$ cat src/rtl/mem_req_issue_pkg.sv
// Shared encodings for the EX->MEM memory request issue stage.
// The exception bit order matches the MMU address convertor's vector.
package mem_req_issue_pkg;

   // Issue-stage FSM states
   typedef enum logic [2:0] {
      MRI_IDLE      = 3'd0,
      MRI_ADDR      = 3'd1,
      MRI_ADDR_KILL = 3'd2,
      MRI_DATA      = 3'd3,
      MRI_RESP      = 3'd4
   } mri_state_t;

   // Access size encodings carried on in_size / bus_size
   localparam logic [1:0] MRI_SIZE_BYTE = 2'd0;
   localparam logic [1:0] MRI_SIZE_HALF = 2'd1;
   localparam logic [1:0] MRI_SIZE_WORD = 2'd2;

   // One-hot operation type bit positions: {Fetch, Load, Store}
   localparam int unsigned MRI_OPE_STORE = 0;
   localparam int unsigned MRI_OPE_LOAD  = 1;
   localparam int unsigned MRI_OPE_FETCH = 2;

   // Exception vector bit positions: {PIL, PIS, PIF, PME, PPI, TLBR}
   localparam int unsigned MRI_EXC_TLBR = 0;
   localparam int unsigned MRI_EXC_PPI  = 1;
   localparam int unsigned MRI_EXC_PME  = 2;
   localparam int unsigned MRI_EXC_PIF  = 3;
   localparam int unsigned MRI_EXC_PIS  = 4;
   localparam int unsigned MRI_EXC_PIL  = 5;

endpackage

$ cat src/rtl/mem_req_issue.sv
// Memory request issue stage: takes one translated operation at a time,
// drives it onto the SRAM-like bus, collects the in-order response and
// hands the result on. Translation exceptions bypass the bus entirely.
// Responses that belong to flushed operations are counted and swallowed.
module mem_req_issue
   import mem_req_issue_pkg::*;
#(
   parameter int unsigned CNT_W = 2
) (
   input  logic        clk,
   input  logic        reset,
   input  logic        in_valid,
   output logic        in_ready,
   input  logic [2:0]  in_ope_type,
   input  logic [1:0]  in_size,
   input  logic [3:0]  in_wstrb,
   input  logic [31:0] in_wdata,
   input  logic [31:0] tr_pa,
   input  logic [1:0]  tr_mat,
   input  logic        tr_has_except,
   input  logic [5:0]  tr_except,
   input  logic        flush,
   output logic        bus_req,
   output logic        bus_wr,
   output logic [1:0]  bus_size,
   output logic [31:0] bus_addr,
   output logic [3:0]  bus_wstrb,
   output logic [31:0] bus_wdata,
   output logic [1:0]  bus_mat,
   input  logic        bus_addr_ok,
   input  logic        bus_data_ok,
   input  logic [31:0] bus_rdata,
   output logic        out_valid,
   input  logic        out_ready,
   output logic [31:0] out_rdata,
   output logic        out_has_except,
   output logic [5:0]  out_except
);

   mri_state_t       state_r;
   mri_state_t       state_nxt_s;
   logic [CNT_W-1:0] discard_cnt_r;
   logic             cnt_full_s;
   logic             cnt_zero_s;
   logic             cnt_inc_s;
   logic             cnt_dec_s;
   logic             accept_s;
   logic             own_resp_s;
   logic             unused_ope_s;

   // Fetch and load both read; only the store bit decides the direction.
   assign unused_ope_s = ^in_ope_type[MRI_OPE_FETCH:MRI_OPE_LOAD];

   assign cnt_full_s = &discard_cnt_r;
   assign cnt_zero_s = (discard_cnt_r == {CNT_W{1'b0}});
   assign in_ready   = (state_r == MRI_IDLE) & ~flush & ~cnt_full_s;
   assign accept_s   = in_valid & in_ready;

   // Bus request and result valid depend on the state register only.
   assign bus_req   = (state_r == MRI_ADDR) | (state_r == MRI_ADDR_KILL);
   assign out_valid = (state_r == MRI_RESP);

   // Orphan responses always come back first, so any data_ok seen while the
   // counter is non-zero belongs to a killed operation.
   assign cnt_dec_s  = bus_data_ok & ~cnt_zero_s;
   assign own_resp_s = (state_r == MRI_DATA) & bus_data_ok & cnt_zero_s;

   // State register
   always_ff @(posedge clk) begin
      if (reset) begin
         state_r <= MRI_IDLE;
      end else begin
         state_r <= state_nxt_s;
      end
   end

   // Next-state decode and detection of operations killed after issue
   always_comb begin
      state_nxt_s = state_r;
      cnt_inc_s   = 1'b0;
      case (state_r)
         MRI_IDLE: begin
            if (accept_s) begin
               state_nxt_s = tr_has_except ? MRI_RESP : MRI_ADDR;
            end else begin
               state_nxt_s = MRI_IDLE;
            end
         end
         MRI_ADDR: begin
            if (flush) begin
               if (bus_addr_ok) begin
                  state_nxt_s = MRI_IDLE;
                  cnt_inc_s   = 1'b1;
               end else begin
                  state_nxt_s = MRI_ADDR_KILL;
               end
            end else if (bus_addr_ok) begin
               state_nxt_s = MRI_DATA;
            end else begin
               state_nxt_s = MRI_ADDR;
            end
         end
         MRI_ADDR_KILL: begin
            // A posted request cannot be withdrawn; wait for its acceptance.
            if (bus_addr_ok) begin
               state_nxt_s = MRI_IDLE;
               cnt_inc_s   = 1'b1;
            end else begin
               state_nxt_s = MRI_ADDR_KILL;
            end
         end
         MRI_DATA: begin
            if (flush) begin
               // Own response arriving with the flush is simply dropped.
               state_nxt_s = MRI_IDLE;
               cnt_inc_s   = ~own_resp_s;
            end else if (own_resp_s) begin
               state_nxt_s = MRI_RESP;
            end else begin
               state_nxt_s = MRI_DATA;
            end
         end
         MRI_RESP: begin
            if (flush | out_ready) begin
               state_nxt_s = MRI_IDLE;
            end else begin
               state_nxt_s = MRI_RESP;
            end
         end
         default: begin
            state_nxt_s = MRI_IDLE;
         end
      endcase
   end

   // Outstanding-orphan counter; simultaneous kill and orphan cancel out
   always_ff @(posedge clk) begin
      if (reset) begin
         discard_cnt_r <= {CNT_W{1'b0}};
      end else if (cnt_inc_s & ~cnt_dec_s & ~cnt_full_s) begin
         discard_cnt_r <= discard_cnt_r + CNT_W'(1);
      end else if (cnt_dec_s & ~cnt_inc_s) begin
         discard_cnt_r <= discard_cnt_r - CNT_W'(1);
      end else begin
         discard_cnt_r <= discard_cnt_r;
      end
   end

   // Bus request fields, captured once at acceptance and held while issued
   always_ff @(posedge clk) begin
      if (reset) begin
         bus_wr    <= 1'b0;
         bus_size  <= 2'd0;
         bus_addr  <= 32'd0;
         bus_wstrb <= 4'd0;
         bus_wdata <= 32'd0;
         bus_mat   <= 2'd0;
      end else if (accept_s & ~tr_has_except) begin
         bus_wr    <= in_ope_type[MRI_OPE_STORE];
         bus_size  <= in_size;
         bus_addr  <= tr_pa;
         bus_wstrb <= in_wstrb;
         bus_wdata <= in_wdata;
         bus_mat   <= tr_mat;
      end else begin
         bus_wr    <= bus_wr;
         bus_size  <= bus_size;
         bus_addr  <= bus_addr;
         bus_wstrb <= bus_wstrb;
         bus_wdata <= bus_wdata;
         bus_mat   <= bus_mat;
      end
   end

   // Result payload: exception latched at accept, read data on own response
   always_ff @(posedge clk) begin
      if (reset) begin
         out_rdata      <= 32'd0;
         out_has_except <= 1'b0;
         out_except     <= 6'd0;
      end else if (accept_s) begin
         out_rdata      <= 32'd0;
         out_has_except <= tr_has_except;
         out_except     <= tr_has_except ? tr_except : 6'd0;
      end else if (own_resp_s & ~flush) begin
         out_rdata      <= bus_wr ? 32'd0 : bus_rdata;
         out_has_except <= out_has_except;
         out_except     <= out_except;
      end else begin
         out_rdata      <= out_rdata;
         out_has_except <= out_has_except;
         out_except     <= out_except;
      end
   end

endmodule

$ cat config.mk
export PLATFORM = sky130hd
export DESIGN_NAME = mem_req_issue
export DESIGN_NICKNAME = d
export VERILOG_FILES = /design/src/rtl/mem_req_issue_pkg.sv /design/src/rtl/mem_req_issue.sv
export SDC_FILE = /design/constraint.sdc
export NUM_CORES = 1
export LEC_CHECK = 0
export CORE_AREA = 2 2 106 108
export DETAILED_ROUTE_END_ITERATION = 10
export DIE_AREA = 0 0 108 110
export GPL_TIMING_DRIVEN = 0
export HOLD_SLACK_MARGIN = 0.06
export PLACE_DENSITY = 0.84
export SKIP_CTS_REPAIR_TIMING = 1
export SYNTH_ARGS = -nofsm -noshare
export SYNTH_HDL_FRONTEND = slang
export SYNTH_SLANG_ARGS = --single-unit
$ cat constraint.sdc
create_clock -name clk -period 2.5 [get_ports clk]
set_clock_uncertainty 0.2 [all_clocks]
set_input_delay 0.625 -clock clk [delete_from_list [all_inputs] [get_ports clk]]
set_output_delay 0.625 -clock clk [all_outputs]
set_load 0.01 [all_outputs]
==> metrics.cfg <==
[status]
status = completed

[finish]
postLayoutCellArea_sq_mm = 0.00743
seqCellArea_sq_mm = 0.00234
num_antenna_cells = 0
syn2layout_area_growth_pct = 69.7
multi_input_area_sq_mm = 0.00180
drive_gt1_share_pct = 7.08
final_nets = 900
fin_util_pct = 69.5
fill_cells = 813

[critical_path]
startpoint_type = flip-flop
path_cells = buf_6 > nor4_4 > and2_4 > clkbuf_2
cp_data_required_time_ps = 1670
worst_ep_arrival_time_ps = 1630
crit_type = flip-flop to primary output
reg2regPathDepth = 6
critPathCaptureType = primary output
crit_slowest_cell = dfxtp_1
slowest_delay_ps = 310
critical_path.max_fanout = 9

[floorplanning]
dieArea_sq_mm = 0.0119
core_area_sq_mm = 0.0107
die_w_um = 108
ios = 236
rows = 38
die_h_um = 110
start_util_pct = 40.9

[placed_design]
post-dp-hpwl_um = 10400
gp_congestion = 0.785
placed_area_sq_mm = 0.00688
port_buffers = 232

[route]
drc_errors = 0
drtAntennaViolNets = 0
drtIter0Drc = 303
vias_per_cell = 4.86
wl_um = 13600
drtPass1Iterations = 7
vias = 4527
drt-wirelength-per-cell_um = 14.6

[yosys]
synthFlopType = dfxtp_1
synthCells = 527
yosys.area.top_type = dfxtp_1
synth.distinct_cells = 34
synth-seq-cells = 117
synth-xor-area-share_pct = 0.200
netlist.area_leader.share_pct = 53.5
synth_top_family_by_area = simple AND/OR/NAND/NOR gates
syn_area_sq_mm = 0.00438
synthArstFlopShare_pct = 0
synth-simple-area-share_pct = 24.8
yosys.area_share.adder_pct = 0
synth-compound-area-share_pct = 15.7
syn_nets = 648
ys_seq_area_share_pct = 53.5
synthTopCellsByArea = dfxtp_1 (53%), nand2_1 (15%), a21oi_1 (12%)
muxShareOfSynthArea_pct = 0.229
synth_warnings = 0
synth-edff-count = 0
syn_avg_cell_area_sq_um = 8.31

[cts]
htreeDepth = 4
cts_tree = built
cts_sinks = 117
cts-root-buf = clkbuf_8
cts.clk_slew.worst_paths_ps = 50
cts_buffers = 17
clkLatencyLatePin_ps = 500
clk_path_buf_depth = 2

[power_and_ir_drop]
pwr_density_cell_mw_per_mm2 = 625
p_leak_uw = 0.00261
total_power_uw = 4650
ir_drop_v = 0.000355

[timing]
hold_viol_final = 0
relSlewSlack_pct = 57.8
finalSetupViolCount = 0
rsz0062_at_grt = yes
slew_violations = 0
worst_pin_slew_ps = 632
period_share_pct = 98.2
tns_ps = 0
max_freq_mhz = 407
period_needed_ps = 2450
hold_ws_ps = 248

[hold_path]
min_path_cells = 2
hold_class = flip-flop to flip-flop

[global_route]
antenna_found_initial = 0
grt_pass1_wl_um = 21100
grt_start_max_net_pins = 17
grt-ovfl-total = 0
grt_use_total_pct = 22.7
first_global_vias = 4397

[job]
cap_viol_max_count = 0

==> cells in the final DEF (no fill, tap or decap), drive strengths merged, types with 2 or more instances in the layout <==
master,instances
a22o,6
buf,20
a21o,2
dfxtp,117
clkinv,5
and3,3
o211ai,2
a21oi,107
nand2,180
clkbuf,45
a31oi,2
and2,2
inv,3
clkinvlp,3
dlymetal6s2s,2
nor2,7
clkdlybuf4s50,228
o21ai,3
nand3b,34
a221oi,2
bufinv,2
==> flip-flops by register name (all words and copies together), names as in the netlist <==
name / count
bus_size: 2
bus_mat: 2
bus_wr: 1
out_has_except: 1
out_rdata: 32
bus_wstrb: 4
bus_addr: 32
bus_wdata: 32
discard_cnt_r: 2
state_r: 3
out_except: 6
==> Yosys cell counts (all sizes together) (2+ instances only) <==
library cell / count
nor2: 7
nand2: 180
a221oi: 2
o21ai: 3
a31oi: 2
clkbuf: 22
dfxtp: 117
o211ai: 2
a22o: 6
a21oi: 107
inv: 3
a21o: 2
nand3b: 34
buf: 19
and3: 3
and2: 2
==> layout make-up <==
class | instances | share of cell area [%]
flip-flops and latches | 117 | 31.5
repair buffers | 233 | 31.3
multi-input cells | 366 | 24.2
clock buffers | 21 | 5.91
plain buffers | 41 | 3.13
well taps | 140 | 2.36
clock inverters | 10 | 1.45
inverters | 3 | 0.152
==> critical path: cells and delay by family (launching register included) <==
kind / cells / cell delay (ps)
buffers and inverters: 2 / 290
AND/OR/NAND/NOR: 2 / 530
flip-flops: 1 / 310
==> per-stage QoR <==
step | cells | setup slack [ps]
floorplan | 527 | 537
global placement | 899 | -656
detailed placement | 899 | -688
CTS | 930 | -696
global route | 931 | -49.9
finish | 931 | 45.1
==> where the power goes <==
group / internal [uW] / leakage [uW] / switching, uW
logic: 295 / 0.00140 / 190
registers: 1910 / 0.000947 / 22.8
clock network: 1430 / 0.000263 / 802
==> final timing paths <==
kind	startpoint	endpoint	slack (ps)
hold reg to reg	out_rdata[13]	out_rdata[13]	250
setup reg to reg	state_r[2]	out_except[3]	510
setup / recovery	state_r[2]	in_ready	50
hold / removal	out_rdata[13]	out_rdata[13]	250
==> layer usage <==
layer	wire (um)	part of all wire [%]	track usage, %	up-vias
li1	-	-	-	2261
met2	6730	49	40.4	184
met1	5360	39	24.6	2066
met5	0	0	0	-
met3	1290	9.5	8.05	16
met4	226	1.7	9.07	0
==> logic make-up (layout without fill, tap and decap cells) <==
kind of cell           count (synthesis)  count (layout)
AND/OR/NAND/NOR                      237             237
AO/OA/AOI/OAI                        127             127
flip-flops                           117             117
buffers and inverters                 44             308
XOR/XNOR                               1               1
multiplexers                           1               1
(Power assumes the default switching activity.)
